<file path="config.mk">
export PLATFORM = sky130hd
export DESIGN_NAME = hazard_stall_ctrl
export DESIGN_NICKNAME = d
export VERILOG_FILES = /design/src/rtl/hazard_stall_ctrl.sv
export SDC_FILE = /design/constraint.sdc
export NUM_CORES = 1
export LEC_CHECK = 0
export ABC_AREA = 0
export CAP_MARGIN = 20
export CORE_ASPECT_RATIO = 1.2
export CORE_MARGIN = 1
export CORE_UTILIZATION = 30
export DETAILED_ROUTE_END_ITERATION = 6
export MAX_ROUTING_LAYER = met4
export PLACE_DENSITY = 0.62
export SLEW_MARGIN = 20
export SYNTH_ARGS = -nofsm -noshare
export SYNTH_HDL_FRONTEND = slang
export SYNTH_SLANG_ARGS = --single-unit
</file>
<file path="constraint.sdc">
create_clock -name i_clk -period 2.4 [get_ports i_clk]
set_input_delay 0.48 -clock i_clk [delete_from_list [all_inputs] [get_ports i_clk]]
set_output_delay 0.48 -clock i_clk [all_outputs]
set_load 0.05 [all_outputs]
</file>
<file path="src/rtl/hazard_stall_ctrl.sv">
// hazard_stall_ctrl
// Pipeline sequencer for the 5-stage MIPS core. It resolves load-use hazards,
// taken branches and jumps, and data-memory wait states into PC and pipeline
// register controls. It also runs the dmem req/ack handshake, including a
// wait-cycle timeout, a sticky error state and a saturating stall counter.
module hazard_stall_ctrl #(
    parameter int TIMEOUT = 16,
    parameter int CNT_W   = 16
) (
    input  logic             i_clk,
    input  logic             i_rst,
    input  logic [4:0]       i_id_rs,
    input  logic [4:0]       i_id_rt,
    input  logic             i_id_uses_rt,
    input  logic             i_id_jump,
    input  logic             i_ex_memread,
    input  logic [4:0]       i_ex_rt,
    input  logic             i_ex_br_taken,
    input  logic             i_mem_access,
    input  logic             i_dmem_ack,
    output logic             o_pc_en,
    output logic             o_ifid_en,
    output logic             o_ifid_flush,
    output logic             o_idex_en,
    output logic             o_idex_flush,
    output logic             o_exmem_en,
    output logic             o_memwb_bubble,
    output logic             o_dmem_req,
    output logic             o_timeout_err,
    output logic [CNT_W-1:0] o_stall_cnt
);

    // Counter wide enough to hold TIMEOUT itself
    localparam int WC_W = (TIMEOUT < 2) ? 1 : $clog2(TIMEOUT + 1);
    localparam logic [WC_W-1:0] WC_ONE     = WC_W'(1);
    localparam logic [WC_W-1:0] WC_TIMEOUT = WC_W'(TIMEOUT);

    typedef enum logic [1:0] {
        S_RUN      = 2'd0,
        S_MEM_WAIT = 2'd1,
        S_ERR      = 2'd2
    } state_t;

    state_t           r_state;
    state_t           w_state_nxt;
    logic [WC_W-1:0]  r_wait_cnt;
    logic [WC_W-1:0]  w_wait_cnt_nxt;
    logic [WC_W-1:0]  w_wait_cnt_inc;
    logic [CNT_W-1:0] r_stall_cnt;
    logic             w_lu;
    logic             w_wait;
    logic             w_stall_evt;

    // A load in EX writing a nonzero register that the ID instruction reads
    assign w_lu = i_ex_memread && (i_ex_rt != 5'd0) &&
                  ((i_ex_rt == i_id_rs) || (i_id_uses_rt && (i_ex_rt == i_id_rt)));
    // Memory access still outstanding this cycle
    assign w_wait         = i_mem_access && !i_dmem_ack;
    assign w_wait_cnt_inc = r_wait_cnt + WC_ONE;

    // State and wait-counter registers
    always_ff @(posedge i_clk or posedge i_rst) begin
        if (i_rst) begin
            r_state    <= S_RUN;
            r_wait_cnt <= '0;
        end else begin
            r_state    <= w_state_nxt;
            r_wait_cnt <= w_wait_cnt_nxt;
        end
    end

    // Next-state logic for the dmem handshake; an ack on the last allowed cycle beats the timeout
    always_comb begin
        w_state_nxt    = r_state;
        w_wait_cnt_nxt = r_wait_cnt;
        case (r_state)
            S_RUN: begin
                if (w_wait) begin
                    w_wait_cnt_nxt = WC_ONE;
                    if (WC_ONE == WC_TIMEOUT) begin
                        w_state_nxt = S_ERR;
                    end else begin
                        w_state_nxt = S_MEM_WAIT;
                    end
                end else begin
                    w_state_nxt    = S_RUN;
                    w_wait_cnt_nxt = '0;
                end
            end
            S_MEM_WAIT: begin
                if (i_dmem_ack) begin
                    w_state_nxt    = S_RUN;
                    w_wait_cnt_nxt = '0;
                end else begin
                    w_wait_cnt_nxt = w_wait_cnt_inc;
                    if (w_wait_cnt_inc == WC_TIMEOUT) begin
                        w_state_nxt = S_ERR;
                    end else begin
                        w_state_nxt = S_MEM_WAIT;
                    end
                end
            end
            S_ERR: begin
                w_state_nxt    = S_ERR;
                w_wait_cnt_nxt = r_wait_cnt;
            end
            default: begin
                w_state_nxt    = S_ERR;
                w_wait_cnt_nxt = r_wait_cnt;
            end
        endcase
    end

    // Pipeline controls by priority: reset, error, memory freeze, branch, load-use, jump, run
    always_comb begin
        o_pc_en        = 1'b1;
        o_ifid_en      = 1'b1;
        o_ifid_flush   = 1'b0;
        o_idex_en      = 1'b1;
        o_idex_flush   = 1'b0;
        o_exmem_en     = 1'b1;
        o_memwb_bubble = 1'b0;
        o_dmem_req     = 1'b0;
        o_timeout_err  = 1'b0;
        if (i_rst) begin
            o_pc_en        = 1'b0;
            o_ifid_en      = 1'b0;
            o_ifid_flush   = 1'b1;
            o_idex_en      = 1'b0;
            o_idex_flush   = 1'b1;
            o_exmem_en     = 1'b0;
            o_memwb_bubble = 1'b1;
        end else if (r_state == S_ERR) begin
            o_pc_en        = 1'b0;
            o_ifid_en      = 1'b0;
            o_idex_en      = 1'b0;
            o_exmem_en     = 1'b0;
            o_memwb_bubble = 1'b1;
            o_timeout_err  = 1'b1;
        end else begin
            o_dmem_req = i_mem_access;
            if (w_wait) begin
                // Everything is re-evaluated once the access completes
                o_pc_en        = 1'b0;
                o_ifid_en      = 1'b0;
                o_idex_en      = 1'b0;
                o_exmem_en     = 1'b0;
                o_memwb_bubble = 1'b1;
            end else if (i_ex_br_taken) begin
                o_ifid_flush = 1'b1;
                o_idex_flush = 1'b1;
            end else if (w_lu) begin
                // Hold PC and IF/ID (and any jump in ID) for one cycle, bubble into EX
                o_pc_en      = 1'b0;
                o_ifid_en    = 1'b0;
                o_idex_flush = 1'b1;
            end else if (i_id_jump) begin
                o_ifid_flush = 1'b1;
            end else begin
                o_pc_en = 1'b1;
            end
        end
    end

    // Stall cycles outside the error state count, reset cycles are covered by the async clear
    assign w_stall_evt = !o_pc_en && (r_state != S_ERR);

    // Saturating stall performance counter
    always_ff @(posedge i_clk or posedge i_rst) begin
        if (i_rst) begin
            r_stall_cnt <= '0;
        end else if (w_stall_evt && (r_stall_cnt != {CNT_W{1'b1}})) begin
            r_stall_cnt <= r_stall_cnt + CNT_W'(1);
        end else begin
            r_stall_cnt <= r_stall_cnt;
        end
    end

    assign o_stall_cnt = r_stall_cnt;

endmodule

</file>
Yosys cells after proc, flatten, opt, wreduce, memory -nomap -nowiden
Cells that the tools add are included.
- flip-flop bits (word level): 23
- input bits: 23
- multiplexer cells: 33
- reduce and logical (&&, ||, !) cells: 12
- add/sub/neg operators: 2
- equal/unequal tests: 7
- operators by type and width (operator ; count):
    1-bit 2-to-1 mux ; 28
    16-bit by 1-bit adder with 16-bit output, second input constant ; 1
    16-bit != test, second input constant ; 1
    5-bit equality test ; 2
    5-bit case mux with 2 select lines ; 1
    1-bit logical AND ; 6
    5-bit by 1-bit adder with 5-bit output, second input constant ; 1
    5-bit equality test, second input constant ; 1
    5-bit 2-to-1 mux ; 1
    5-bit nonzero test ; 1
    2-bit 2-to-1 mux ; 2
    2-bit case mux with 2 select lines ; 1
    2-bit by 1-bit equality test with 1-bit output, second input constant ; 1
    2-bit equality test, second input constant ; 1
    1-bit logical NOT ; 2
    2-bit logical NOT ; 1
    2-bit != test, second input constant ; 1
    2-bit nonzero test ; 1
    1-bit logical OR ; 1

Logic depth before layout (Yosys ltp)
Gate-level depths: netlist (run 1).
- word-level depth: 12
- mapped depth: 8

Worst setup path before layout (run 1)
OpenSTA, ideal clock, no wires.
- path type: reg-to-output
- start: register r_state[1]
- end: output o_pc_en
- path slack: -645 ps
- data arrival time: 2565 ps
- stages on the path, launching flop included: 9
- cells stage by stage: dfrtp_1 clkbuf_1 nand2b_1 nand2_1 nor2_1 o31ai_4 buf_6 inv_1 buf_4
- cells in the longest elaborated chain, start to end: 3
- RTL lines (what ; line ; source):
    start: declaration ; 44 ; state_t r_state;
    start signal: assignment ; 67 ; r_state <= w_state_nxt;
    2-bit equality test ; 133 ; end else if (r_state == S_ERR) begin
    1-bit 2-to-1 mux (2 in a row) ; - ;
    end: declaration ; 21 ; output logic o_pc_en,
No other way between the ends.

Final worst setup path (run 1)
- start: input i_id_rt[3]
- end: output o_pc_en
- cells in the longest elaborated chain, start to end: 9
- RTL lines (what ; line ; source):
    start: declaration ; 13 ; input logic [4:0] i_id_rt,
    5-bit equality test ; 56 ; ((i_ex_rt == i_id_rs) || (i_id_uses_rt && (i_ex_rt == i_id_rt)));
    1-bit logical AND ; 56 ;
    1-bit logical OR ; 56 ;
    1-bit logical AND ; 55 ; assign w_lu = i_ex_memread && (i_ex_rt != 5'd0) &&
    1-bit 2-to-1 mux ; 152 ; end else if (w_lu) begin
    1-bit 2-to-1 mux ; 149 ; end else if (i_ex_br_taken) begin
    1-bit 2-to-1 mux ; 142 ; if (w_wait) begin
    1-bit 2-to-1 mux ; 133 ;
    1-bit 2-to-1 mux ; 125 ; if (i_rst) begin
No other way between the ends.

==> out/results.env, run 1 <==
CP.REQUIRED_NS=1.92
HOLD_CLASS='register to register'
CTS_HTREE_LEVELS=1
FIRST_PASS_ITERS=4
ANTENNA-DIODE-COUNT=0
POST_PLACE_CELL_AREA_MM2=0.00197
DRV_SLEW=0
POWER.DENSITY_CELL_AREA_mW_PER_MM2=672
GRT_USAGE=0.152
SHARE_OF_CELLS_ABOVE_DRIVE_STRENGTH_1=0.212
CRITICAL_PATH_ARRIVAL_NS=1.91
DIE_HEIGHT_UM=75.1
FILLER_INSTANCES=402
R2R_END='o_stall_cnt[14]'
DETAILED_PLACE_HPWL_UM=2500
GRT_PASS1_WL_UM=5580
CP_SLOWEST_CELL='sky130_fd_sc_hd__o31ai_4'
NUMBER_OF_GLOBAL_ROUTE_VIAS_BEFORE_REPAIR=1221
FIN_WORST_HOLD_SLACK_NS=0.504
GRT-OVFL-TOTAL=0
CELLS_TRAVERSED_ALONG_THE_WORST_TIMING_PATH='buf_6 > xor2_2 > nor4_2 > a32oi_2 > o31ai_4 > clkinvlp_4 > buf_8'
STARTING_DENSITY=0.313
CP_NUM_BUF_INV=3
AREA_GROWTH_SYN_TO_LAYOUT_PCT=52.4
TIMING.FINAL.SETUP_VIOLATIONS=0
FINAL_HOLD_VIOL_COUNT=0
TOTALWIRELENGTH_UM=3260
YOSYS_WARNINGS=0
MAPPEDNETLISTAREA_MM2=0.00134
STARTPOINT_OF_THE_WORST_HOLD_PATH='o_stall_cnt[14]'
NUMCTSBUFFERS=3
TIMING.REG2REG.SETUP_SLACK_NS=0.59
CRIT-REG2REG-LAUNCH='o_stall_cnt[2]'
TIMING.HOLD.WORST_ENDPOINT='o_stall_cnt[14]'
RUN_STATUS='complete, no violations'
CLOCK-ROOT-BUFFER='sky130_fd_sc_hd__clkbuf_8'
CLOCK.FMAX_MHz=418
SETUP.WORST_PATH.START_CLASS='input pin'
FP.DIEW_UM=62.9
MOSTFREQUENTLAYOUTCELLS='sky130_fd_sc_hd__clkdlybuf4s50_1, sky130_fd_sc_hd__dfrtp_1, sky130_fd_sc_hd__xnor2_1, sky130_fd_sc_hd__nor2_1, sky130_fd_sc_hd__buf_4'
MAXSLEWHEADROOM=0.662
POSTCTSHOLDBUFS=0
GRT_USE_MET1=0.179
GR_PEAK_LAYER='met2'
SLOWEST_DELAY_NS=0.33
GROUTE.LAYER.MET2.USAGE=0.275
PIN_COUNT=48
DETAILEDROUTE.FIRSTITERATIONVIOLATIONS=62
PATH_CLASS='input pin to primary output'
SYNTH_CELL_TYPE_COUNT=30
LARGEST_NET_DEGREE_AT_THE_START_OF_GLOBAL_ROUTING=24
CTS_TREE='done'
CRITICAL_PATH.TOP_DELAY_FAMILY='compound AO/OA/AOI/OAI gates'
USE_MET3=0.0152
CTS_SETUP_BUFFERS=0
SEQUENTIAL_CELL_AREA_FRACTION_IN_THE_YOSYS_REPORT=0.431
DRTANTENNAVIOLNETS=0
COREAREA_MM2=0.00426
ROUTED_WIRE_LENGTH_PER_INSTANCE_UM=13.1
GP_CONGESTION=0.752
NUM-NETS-FINAL=219
PERIOD_SHARE=0.997
VIAS=1205
ANTENNA_VIOLATIONS_BEFORE_REPAIR=0
FF2FF_PATH_DEPTH=7
TIMING.FINAL.CRIT_PERIOD_NS=2.39
TIMING.CLOCK.SKEW_NS=0.00122
POST_SYNTH.CELL_AREA_AVG_UM2=9.60
STATIC_LEAK_nW=0.883
POST_SYNTH_INST_COUNT=139
POST_DRT_VIA_CELL_RATIO=4.84
PORTBUFFERS=47
YS_SEQ_ELEMENTS=23
CTS_MAX_PATH_BUFFERS=2
SYNTHESIZED_NETS=164
FLOORPLAN.DIE_AREA_MM2=0.00472
HOLDPATHSTAGES=1
FIN_AREA_MM2=0.00203
WORST_SLEW_PIN_SLEW_NS=0.505
DETAILED_ROUTE_DRC_ERROR_COUNT=0
SITE_ROWS=26
CTS_SINKS=23
MAX_CAP_VIOLATIONS=0
CLK_PIN_SLEW_WORST_PATHS_NS=0.08
TIMING.CRITICAL_PATH.FANOUT_MAX=3
VDD_DROP_MAX_V=0.000273
CRIT_PATH_END_KIND='primary output'
UNREPAIRED_SETUP_ENDPOINTS_AFTER_GLOBAL_ROUTING='yes'
WORST_SKEW_PAIR.LATE_LATENCY_NS=0.26
## what timing repair did
item	in CTS	in global routing
gates cloned	0	0
setup endpoints to repair	6	3
gates resized for setup	41	10
pin swaps	15	6
## sequential cells by signal, indices dropped and copies added (netlist names)
| name | flops |
|---|---|
| o_stall_cnt | 16 |
| r_state | 2 |
| r_wait_cnt | 5 |
## worst reg2reg max path: stages, from the launching register on
cell,delay (ns)
sky130_fd_sc_hd__dfrtp_1,0.43
sky130_fd_sc_hd__and4_1,0.26
sky130_fd_sc_hd__nand3_1,0.11
sky130_fd_sc_hd__nor2_1,0.29
sky130_fd_sc_hd__a32oi_1,0.18
sky130_fd_sc_hd__buf_4,0.21
sky130_fd_sc_hd__nand4b_1,0.13
sky130_fd_sc_hd__xnor2_1,0.13
## where the power goes
| group | internal [mW] | switching [mW] | leakage (nW) |
|---|---|---|---|
| sequential | 0.447 | 0.0733 | 0.306 |
| clock | 0.116 | 0.123 | 0.0255 |
| combinational | 0.248 | 0.362 | 0.551 |
## cells by family after synthesis
group / Yosys count / synth area share
simple gates: 54 / 0.218
xor+xnor: 26 / 0.171
flops: 23 / 0.431
compound gates: 21 / 0.104
buf+inv: 12 / 0.0459
fa+ha+maj: 2 / 0.0187
mux: 1 / 0.0112
## through the flow
step / setup TNS (ns) / util / setup slack (ns) / std cells / total power [mW]
5_1_grt: -0.103 / 0.477 / -0.0516 / 249 / 1.43
6_report: 0 / 0.477 / 0.00616 / 249 / 1.37
2_1_floorplan: -0.204 / - / -0.204 / 139 / 0.904
4_1_cts: 0 / 0.473 / 0.00876 / 249 / 1.38
3_3_place_gp: -3.87 / 0.463 / -0.332 / 245 / 1.13
3_5_place_dp: -5.10 / 0.463 / -0.389 / 245 / 1.14
## routing by layer
layer | vias to the layer above | part of all wire
met4 | 0 | 0.011
met5 | - | 0
met3 | 4 | 0.036
met1 | 572 | 0.43
met2 | 37 | 0.52
li1 | 592 | -
## cells in the mapped netlist
library cell               count  area share
sky130_fd_sc_hd__a21o_1        1      0.0056
sky130_fd_sc_hd__a21oi_1       2      0.0075
sky130_fd_sc_hd__a22o_1        1      0.0066
sky130_fd_sc_hd__a31oi_1       1      0.0047
sky130_fd_sc_hd__a32oi_1       2       0.013
sky130_fd_sc_hd__and3_1        7       0.033
sky130_fd_sc_hd__and4_1        2       0.013
sky130_fd_sc_hd__buf_2         1      0.0037
sky130_fd_sc_hd__buf_4         2       0.011
sky130_fd_sc_hd__buf_6         1      0.0084
sky130_fd_sc_hd__clkbuf_1      1      0.0028
sky130_fd_sc_hd__dfrtp_1      23        0.43
sky130_fd_sc_hd__ha_1          2       0.019
sky130_fd_sc_hd__inv_1         7       0.020
sky130_fd_sc_hd__mux2_4        1       0.011
sky130_fd_sc_hd__nand2_1       8       0.022
sky130_fd_sc_hd__nand2b_1      2      0.0094
sky130_fd_sc_hd__nand3_1       9       0.034
sky130_fd_sc_hd__nand4_1       8       0.037
sky130_fd_sc_hd__nand4b_1      2       0.013
sky130_fd_sc_hd__nor2_1       12       0.034
sky130_fd_sc_hd__nor3_1        2      0.0075
sky130_fd_sc_hd__nor4_2        1      0.0094
sky130_fd_sc_hd__o21a_1        1      0.0056
sky130_fd_sc_hd__o21ai_0      11       0.041
sky130_fd_sc_hd__o21ai_1       1      0.0037
sky130_fd_sc_hd__o31ai_4       1       0.016
sky130_fd_sc_hd__or4_1         1      0.0056
sky130_fd_sc_hd__xnor2_1      16        0.10
sky130_fd_sc_hd__xor2_1       10       0.066
## how the worst max path moves through the flow
stage	startpoint	end	slack, ns	cells after the start
floorplan	i_ex_rt[3]	o_pc_en	-0.20	7
global placement	i_ex_rt[2]	o_pc_en	-0.33	7
detailed placement	i_ex_rt[2]	o_ifid_en	-0.39	7
CTS	i_id_rt[4]	o_pc_en	0.009	7
global route	i_id_rt[3]	o_pc_en	-0.05	7
finish	i_id_rt[3]	o_pc_en	0.006	7
## area by class of cell
class | count | area [um^2] | area share
inverter | 7 | 30.0 | 0.0148
clock inverter | 1 | 5.00 | 0.00246
timing repair buffer | 55 | 564 | 0.277
tap | 56 | 70.1 | 0.0344
multi-input combinational | 104 | 748 | 0.368
clock buffer | 3 | 41.3 | 0.0203
sequential | 23 | 576 | 0.283
(Power assumes the default switching activity.)
==> run 2, diff against run 1 <==
Settings changed: SLEW_MARGIN 20 to 40.
==> results of run 2 <==
Final layout, timing and power as in run 1 (identical DEF).
